===== config.mk =====
export PLATFORM = sky130hd
export DESIGN_NAME = box_top
export DESIGN_NICKNAME = d
export VERILOG_FILES = /design/src/rtl/box_top.sv
export SDC_FILE = /design/constraint.sdc
export NUM_CORES = 1
export LEC_CHECK = 0
export BUFFER_PORTS_ARGS = -buffer_cell sky130_fd_sc_hd__buf_4
export CORE_UTILIZATION = 29
export CTS_CLUSTER_SIZE = 28
export DETAILED_ROUTE_END_ITERATION = 10
export GPL_TIMING_DRIVEN = 0
export HOLD_SLACK_MARGIN = 0.1
export SLEW_MARGIN = 20
export SYNTH_ARGS = -nofsm -noshare
export SYNTH_HDL_FRONTEND = slang
export SYNTH_SLANG_ARGS = --single-unit

===== constraint.sdc =====
create_clock -name CLK -period 3.85 [get_ports CLK]
set_input_delay 0.77 -clock CLK [delete_from_list [all_inputs] [get_ports CLK]]
set_output_delay 0.77 -clock CLK [all_outputs]
set_load 0.01 [all_outputs]

===== src/rtl/box_top.sv =====
// Lab fabric top: a debounced active-low push button toggles an LED pattern between
// a binary up-count and a one-hot rotate, both advancing on a prescaled tick.
module box_top #(
    parameter int unsigned DEBOUNCE_CYCLES = 1000,
    parameter int unsigned TICK_DIV        = 5000,
    parameter int unsigned LED_W           = 8
) (
    input  logic             CLK,
    input  logic             RST,
    input  logic             PB_SW,
    output logic [LED_W-1:0] LED
);

    localparam int unsigned DB_W  = $clog2(DEBOUNCE_CYCLES);
    localparam int unsigned DIV_W = $clog2(TICK_DIV);
    localparam logic [DB_W-1:0]  DB_LAST  = DB_W'(DEBOUNCE_CYCLES - 1);
    localparam logic [DIV_W-1:0] DIV_LAST = DIV_W'(TICK_DIV - 1);

    logic             r_sync1;
    logic             r_sync2;
    logic             r_db;
    logic             r_db_prev;
    logic             r_mode;
    logic [DB_W-1:0]  r_db_cnt;
    logic [DIV_W-1:0] r_presc;
    logic [LED_W-1:0] r_led;
    logic             w_press;
    logic             w_tick;

    // Press is the debounced 1->0 transition; releases are ignored.
    assign w_press = r_db_prev & ~r_db;
    assign w_tick  = (r_presc == DIV_LAST);
    assign LED     = r_led;

    always_ff @(posedge CLK) begin
        if (RST) begin
            r_sync1   <= 1'b1;
            r_sync2   <= 1'b1;
            r_db      <= 1'b1;
            r_db_prev <= 1'b1;
            r_db_cnt  <= '0;
            r_presc   <= '0;
            r_mode    <= 1'b0;
            r_led     <= '0;
        end else begin
            r_sync1   <= PB_SW;
            r_sync2   <= r_sync1;
            r_db_prev <= r_db;

            if (r_sync2 == r_db) begin
                r_db_cnt <= '0;
            end else if (r_db_cnt == DB_LAST) begin
                r_db     <= r_sync2;
                r_db_cnt <= '0;
            end else begin
                r_db_cnt <= r_db_cnt + DB_W'(1);
            end

            r_presc <= w_tick ? '0 : r_presc + DIV_W'(1);

            // A press overrides a coincident tick.
            if (w_press) begin
                r_mode <= ~r_mode;
                r_led  <= r_mode ? '0 : LED_W'(1);
            end else if (w_tick) begin
                r_led <= r_mode ? {r_led[LED_W-2:0], r_led[LED_W-1]} : r_led + LED_W'(1);
            end
        end
    end

endmodule


==> results of run 1 <==
==> routing by layer <==
| layer | routed length [microns] | vias to the layer above | GRT usage (%) | share of wire [%] |
|---|---|---|---|---|
| met2 | 1325 | 30 | 17.70 | 43 |
| met4 | 34 | 0 | 5.849 | 1.1 |
| met5 | 0 | - | 0 | 0 |
| li1 | - | 701 | - | - |
| met3 | 173 | 2 | 3.176 | 5.6 |
| met1 | 1530 | 606 | 14.54 | 50 |
==> final cells by class <==
class                      instances  area (sq um)  area share [%]
clock inverter                     3         42.54           2.195
sequential                        36         720.7           37.19
inverter                           5         18.77          0.9684
timing repair buffer               9         67.56           3.486
tap                               72         90.09           4.648
buffer                             7         42.54           2.195
multi-input combinational        146         887.1           45.77
clock buffer                       5         68.82           3.551
==> kinds of logic (layout without fill, tap and decap cells) <==
family          after synthesis  in the layout
xor+xnor                     21             21
buf+inv                      12             29
compound gates               23             23
mux                           2              2
fa+ha+maj                     3              3
flops                        36             36
simple gates                 97             97
==> per-stage QoR <==
stage,worst slack [ps],power (mW),instances
2_1_floorplan,1964,0.3997,194
3_3_place_gp,1888,0.4045,275
3_5_place_dp,1889,0.4048,275
4_1_cts,1864,0.7372,283
5_1_grt,1796,0.7572,283
6_report,1875,0.7251,283
==> state kept, by name, indices dropped and copies added, names as in the netlist <==
signal	cells
r_presc	13
r_db_cnt	10
LED	8
r_db	1
r_db_prev	1
r_mode	1
r_sync1	1
r_sync2	1
==> Yosys cell counts (all sizes together) (2+ instances only) <==
cell type | count | area share, %
nor3 | 2 | 0.60
or2 | 3 | 1.1
buf | 3 | 1.6
o211ai | 2 | 0.90
mux2i | 2 | 1.2
and3 | 4 | 1.5
a21oi | 4 | 1.2
nand4 | 5 | 1.9
ha | 3 | 2.2
xnor2 | 15 | 7.9
nand2b | 3 | 1.6
nand2 | 21 | 4.7
inv | 5 | 1.1
a31oi | 7 | 2.6
xor2 | 6 | 3.1
dfxtp | 36 | 43
or4b | 2 | 1.6
o211a | 2 | 1.2
clkbuf | 4 | 0.90
nand3 | 8 | 2.4
nor4 | 8 | 3.9
o21ai | 4 | 1.2
nor2 | 37 | 8.3
==> power groups by stage <==
stage / Clock (mW) / Sequential [mW] / Combinational [mW]
after floorplan: 0 / 0.387 / 0.0124
after global placement: 0 / 0.388 / 0.0166
after detailed placement: 0 / 0.388 / 0.0167
after CTS: 0.341 / 0.379 / 0.0167
after global routing: 0.359 / 0.380 / 0.0183
final: 0.329 / 0.379 / 0.0161
==> layout by cell type, fill, tap and decap left out, drive strengths merged, types with 2 or more instances in the layout <==
| cell | synthesis | final |
|---|---|---|
| o21ai | 4 | 4 |
| clkbuf | 4 | 9 |
| buf | 3 | 12 |
| and3 | 4 | 4 |
| ha | 3 | 3 |
| nand3 | 8 | 8 |
| or4b | 2 | 2 |
| nand2 | 21 | 21 |
| xor2 | 6 | 6 |
| a21oi | 4 | 4 |
| nand2b | 3 | 3 |
| dfxtp | 36 | 36 |
| nor3 | 2 | 2 |
| nand4 | 5 | 5 |
| o211ai | 2 | 2 |
| mux2i | 2 | 2 |
| nor4 | 8 | 8 |
| inv | 5 | 5 |
| xnor2 | 15 | 15 |
| nor2 | 37 | 37 |
| or2 | 3 | 3 |
| o211a | 2 | 2 |
| a31oi | 7 | 7 |
==> final timing paths <==
kind / to / slack, ps / cells after the start
setup / recovery: r_presc[5] / 1870 / 6
hold / removal: r_sync2 / 410 / 1
setup reg to reg: r_presc[5] / 1870 / 6
hold reg to reg: r_sync2 / 410 / 1
==> out/qor.yml, run 1 <==
run_status: "complete, no violations"
design.final.nets: 216
worstPathBufferInverterCount: 2
synth_async_sr_flop_share_pct: 0
antenna_violations_before_repair: 0
antenna_violating_nets_post_route: 0
worstPathRequired_ps: 4030
cts_inserted_buffers: 5
combinational_cell_fraction_of_total_power_pct: 2.2
timing.critical_path.mode_cell: "sky130_fd_sc_hd__buf_6"
antenna_cells_inserted: 0
die-width_microns: 77.87
final_cell_area_sq_um: 1938
numClockSinks: 36
r2r_start: "r_presc[6]"
synthesized_area_fraction_occupied_by_adder_cells_pct: 2.249
dominantRegCellSynth: "sky130_fd_sc_hd__dfxtp_1"
io_pins: 11
gr-usage-all-layers_pct: 11.48
synth-edff-count: 0
maximum_number_of_pins_on_one_net_before_global_route_repair: 13
static-leakage-power_nw: 0.6832
final_core_util_pct: 34.98
critical_path_peak_fanout: 10
rsz0062_at_grt: "false"
cts-root-to-sink-buffers: 2
yosys_register_bits: 36
ys_warn_count: 0
power_report.internal_total_uw: 574.5
place.gp.congestion: 0.7914
synth_simple_gate_area_share_pct: 29.69
syn-cell-area_sq_um: 1669
grt.overflow.total: 0
hold_start: "r_sync1"
number_of_max_slew_violations_in_the_final_report: 0
p_sw_uw: 150.6
drt_iter0_markers: 78
cts-resized-gates: 0
grt_pass1_wl_microns: 5444
worst_slew_pin_slew_ps: 418.6
dr.pass1.iters: 6
worstSetupPathType: "reg2reg"
netlist-cell-type-count: 35
area_growth_syn_to_layout_pct: 16.12
row_count: 27
power.share.sequential_pct: 52.3
synth-compound-area-share_pct: 8.996
postSynthCellCount: 194
final-setup-viol-count: 0
worstPathArrival_ps: 2150
kind_of_start_point_of_the_critical_path: "register"
fin_worst_skew_ps: 10.81
drc: 0
grt_pass1_vias: 1234
postCtsHoldBufs: 0
min_period_over_period_pct: 51.31
vias_per_cell: 4.731
mappedNetlistNets: 200
clock.fmax_mhz: 506.2
tritoncts: "done"
syn-mean-instance-area_sq_um: 8.604
die_area_sq_um: 6063
critical_path.slowest_cell: "sky130_fd_sc_hd__or4b_4"
switching_share_pct: 20.77
ir_drop_mv: 0.1465
critical_path_cell_sequence: "or4b_4, or4_4, buf_6, nand2b_4, buf_6, nor2_1"
cts_max_level: 2
place_area_sq_um: 1827
layout-drive-gt1-share_pct: 13.27
buffers_inserted_during_post_cts_setup_optimization: 0
buffer_ports.inserted: 9
max_cap_viol: 0
final.setup.tns_ps: 0
power.density_nw_per_um2: 374.1
crit_path_max_incr_delay_ps: 560
avgRoutedWirePerCell_microns: 10.82
clk_tree_root_cell: "sky130_fd_sc_hd__clkbuf_8"
totalWireLength_microns: 3063
path_delay_family: "simple AND/OR/NAND/NOR gates"
floorplan.core_area_sq_um: 5540
synth.yosys.seq_area_share_pct: 43.18
worst_slew_margin_rel_pct: 72.09
dp.final_hpwl_microns: 2090
finalHoldViolations: 0
clk_pin_slew_worst_paths_ps: 80
vias: 1339
fillers: 586
clock_power_share_pct: 45.4
muxShareOfSynthArea_pct: 1.199
launching_element_of_the_worst_setup_path: "r_presc[6]"
synth_xor_area_share_pct: 11.02
fp.dieH_microns: 77.87
finalHoldWorstSlack_ps: 411.3
synth_top_family_by_area: "simple AND/OR/NAND/NOR gates"
critPathCaptureType: "register"
timing.final.crit_period_ps: 1975
initial_utilization_pct: 30.13
worstSkewPairLatency_ps: 290
holdCritPathClass: "reg2reg"
(Power assumes the default switching activity.)
==> run 2, diff against run 1 <==
Settings changed: ABC_AREA set to 1.
Clock period 3.85 ns to 1.8 ns, I/O delays scaled along.
==> run 2 against run 1 <==
Compared with the run above: cell count grew 22%; area after synthesis grew 6.9%; maximum frequency up 45%; critical path depth is 1 higher.
==> out/qor.yml, run 2 <==
run_status: "complete, no violations"  # unchanged
vias_per_cell: 4.561  # was 4.731
multi_input_area_sq_um: 923.4  # was 887.1 sq um
final_cell_area_sq_um: 2041  # was 1938 sq um
drc: 0  # unchanged
place.gp.congestion: 0.8024  # was 0.7914
postCtsHoldBufs: 0  # unchanged
buffer_ports.inserted: 10  # was 9
static-leakage-power_nw: 0.7467  # was 0.6832 nW
regToRegSetupSlack_ps: 440  # was 1870 ps
layout.cells.most_common: "sky130_fd_sc_hd__nand2_1"  # was sky130_fd_sc_hd__nor2_1
dominantRegCellSynth: "sky130_fd_sc_hd__dfxtp_1"  # unchanged
clk_pin_slew_worst_paths_ps: 80  # about the same
number_of_max_slew_violations_in_the_final_report: 0  # unchanged
postSynthCellCount: 251  # was 194
cell_accounting_for_the_most_synthesized_area: "sky130_fd_sc_hd__dfxtp_1"  # unchanged
dr.pass1.iters: 4  # was 6
syn-cell-area_sq_um: 1784  # was 1669 sq um
finalHoldViolations: 0  # unchanged
critical_path_peak_fanout: 5  # was 10
fillers: 636  # was 586
ys_warn_count: 0  # unchanged
largest_register_ffs: 13  # unchanged
grt_pass1_wl_microns: 6078  # was 5444 microns
synth_async_sr_flop_share_pct: 0  # unchanged
rsz0062_at_grt: "false"  # unchanged
cts-root-to-sink-buffers: 2  # unchanged
worst_slew_pin_slew_ps: 425.1  # was 418.6 ps
antenna_cells_inserted: 0  # unchanged
dp.final_hpwl_microns: 2544  # was 2090 microns
die-width_microns: 80.44  # was 77.87 microns
maximum_number_of_pins_on_one_net_before_global_route_repair: 13  # unchanged
max_flop_register: "r_presc"  # unchanged
syn-mean-instance-area_sq_um: 7.108  # was 8.604 sq um
ys_top_cells_by_area: "sky130_fd_sc_hd__dfxtp_1 40%, sky130_fd_sc_hd__nand2_1 12%, sky130_fd_sc_hd__inv_1 5.9%, sky130_fd_sc_hd__a21oi_1 5.6%, sky130_fd_sc_hd__nor2_1 5.5%"  # was sky130_fd_sc_hd__dfxtp_1 43%, sky130_fd_sc_hd__nor2_1 8.3%, sky130_fd_sc_hd__xnor2_1 7.9%, sky130_fd_sc_hd__nand2_1 4.7%, sky130_fd_sc_hd__xor2_1 3.1%
tritoncts: "done"  # unchanged
cts-resized-gates: 0  # unchanged
worst_slack_ps: 441.1  # was 1875 ps
antenna_violations_before_repair: 0  # unchanged
ff_latch_area_sq_um: 720.7  # unchanged
fp.dieH_microns: 80.44  # was 77.87 microns
timing.final.crit_period_ps: 1359  # was 1975 ps
gr-usage-all-layers_pct: 12.19  # was 11.48%
place_area_sq_um: 1953  # was 1827 sq um
yosys-top-cells-count: "58 x sky130_fd_sc_hd__nand2_1, 36 x sky130_fd_sc_hd__dfxtp_1, 28 x sky130_fd_sc_hd__inv_1"  # was 37 x sky130_fd_sc_hd__nor2_1, 36 x sky130_fd_sc_hd__dfxtp_1, 21 x sky130_fd_sc_hd__nand2_1
clock.fmax_mhz: 735.9  # was 506.2 MHz
worstSetupPathType: "reg2reg"  # unchanged
final_cell_mix: "58 x sky130_fd_sc_hd__nand2_1, 36 x sky130_fd_sc_hd__dfxtp_1, 28 x sky130_fd_sc_hd__inv_1, 26 x sky130_fd_sc_hd__nor2_1, 20 x sky130_fd_sc_hd__a21oi_1"  # was 37 x sky130_fd_sc_hd__nor2_1, 36 x sky130_fd_sc_hd__dfxtp_1, 21 x sky130_fd_sc_hd__nand2_1, 15 x sky130_fd_sc_hd__xnor2_1, 9 x sky130_fd_sc_hd__buf_4
critPathCaptureType: "register"  # unchanged
buffers_inserted_during_post_cts_setup_optimization: 0  # unchanged
placedCellCount: 336  # was 275
cts_inserted_buffers: 5  # unchanged
worstPathRequired_ps: 2020  # was 4030 ps
initial_utilization_pct: 30.14  # was 30.13%
grt_pass1_vias: 1425  # was 1234
avgRoutedWirePerCell_microns: 10.06  # was 10.82 microns
floorplan.core_area_sq_um: 5921  # was 5540 sq um
numClockSinks: 36  # unchanged
power.density_nw_per_um2: 687.8  # was 374.1 nW/um^2
holdCritPathClass: "in2reg"  # was reg2reg
fin_worst_skew_ps: 4.942  # was 10.81 ps
antenna_violating_nets_post_route: 0  # unchanged
io_pins: 11  # unchanged
worstPathArrival_ps: 1580  # was 2150 ps
vias: 1569  # was 1339
placement.setup.worst_slack_ps: 445.5  # was 1889 ps
end_of_the_worst_register_to_register_path: "r_presc[10]"  # was r_presc[5]
rr_worst_depth: 7  # was 6
synth.yosys.seq_area_share_pct: 40.39  # was 43.18%
row_count: 28  # was 27
final.setup.tns_ps: 0  # unchanged
yosys.cell_count.top_type: "sky130_fd_sc_hd__nand2_1"  # was sky130_fd_sc_hd__nor2_1
critical_path.endpoint: "r_presc[10]"  # was r_presc[5]
synth_top_area_share_pct: 40.39  # was 43.18%
mappedNetlistNets: 257  # was 200
launching_element_of_the_worst_setup_path: "r_presc[0]"  # was r_presc[6]
netlist-cell-type-count: 28  # was 35
cts_max_level: 2  # unchanged
layout-drive-gt1-share_pct: 15.99  # was 13.27%
synth-edff-count: 0  # unchanged
min_period_over_period_pct: 75.50  # was 51.31%
r2r_start: "r_presc[0]"  # was r_presc[6]
kind_of_start_point_of_the_critical_path: "register"  # unchanged
area_growth_syn_to_layout_pct: 14.38  # was 16.12%
worstSkewPairLatency_ps: 280  # was 290 ps
design.final.nets: 274  # was 216
ir_drop_mv: 0.3439  # was 0.1465 mV
post_layout_nonfiller_instances: 344  # was 283
grt.overflow.total: 0  # unchanged
totalWireLength_microns: 3459  # was 3063 microns
yosys_register_bits: 36  # unchanged
drt_iter0_markers: 73  # was 78
final_core_util_pct: 34.47  # was 34.98%
die_area_sq_um: 6470  # was 6063 sq um
clk_tree_root_cell: "sky130_fd_sc_hd__clkbuf_8"  # unchanged
final-setup-viol-count: 0  # unchanged
max_cap_viol: 0  # unchanged
worst_slew_margin_rel_pct: 71.66  # was 72.09%
## run 2: critical path: stages (launching register included)
cell and delay, ps:
sky130_fd_sc_hd__dfxtp_1 350, sky130_fd_sc_hd__ha_1 190, sky130_fd_sc_hd__nand2_1 130, sky130_fd_sc_hd__nor2_2 200
sky130_fd_sc_hd__nand2_1 150, sky130_fd_sc_hd__nor2_1 110, sky130_fd_sc_hd__nand2_1 50, sky130_fd_sc_hd__a21oi_1 120
## run 2: per-stage QoR
| stage | hold slack, ps | power [mW] |
|---|---|---|
| final | 262.9 | 1.404 |
| after global routing | 249.0 | 1.472 |
| after CTS | 252.6 | 1.433 |
| after detailed placement | 404.4 | 0.8611 |
| after global placement | 395.8 | 0.8608 |
| after floorplan | 389.5 | 0.8498 |
## run 2: power by group
group | leakage, nW | internal [mW] | switching (mW) | total, mW
logic | 0.408 | 0.0126 | 0.0198 | 0.0324
registers | 0.291 | 0.804 | 0.00503 | 0.809
clock network | 0.0479 | 0.270 | 0.292 | 0.562
## run 2: final cells by class
type	count	area share (%)
Buffer	3	0.7971
Timing Repair Buffer	10	3.679
Tap cell	75	4.598
Inverter	33	6.070
Clock buffer	5	3.372
Clock inverter	3	0.9197
Sequential cell	36	35.32
Multi-Input combinational cell	179	45.25
## run 2: worst min path at each step
stage,startpoint,to,slack (ps),cells past startpoint
detailed placement,r_sync1,r_sync2,400,1
global route,PB_SW,r_sync1,250,2
floorplan,r_sync1,r_sync2,390,1
global placement,r_sync1,r_sync2,400,1
CTS,PB_SW,r_sync1,250,2
finish,PB_SW,r_sync1,260,2
## run 2: metal layers
layer | up-vias | part of all wire, % | global-route usage [%] | routed length (microns)
li1 | 840 | - | - | -
met1 | 711 | 50 | 14.50 | 1739
met2 | 14 | 46 | 20.08 | 1592
met3 | 4 | 2.5 | 3.409 | 85
met4 | 0 | 1.2 | 5.714 | 42
met5 | - | 0 | 0 | 0
## run 2: kinds of logic after synthesis
| logic type | synth area share [%] |
|---|---|
| simple gates | 37.80 |
| compound gates | 9.397 |
| xor+xnor | 2.454 |
| flops | 40.39 |
| fa+ha+maj | 2.104 |
| buf+inv | 7.854 |
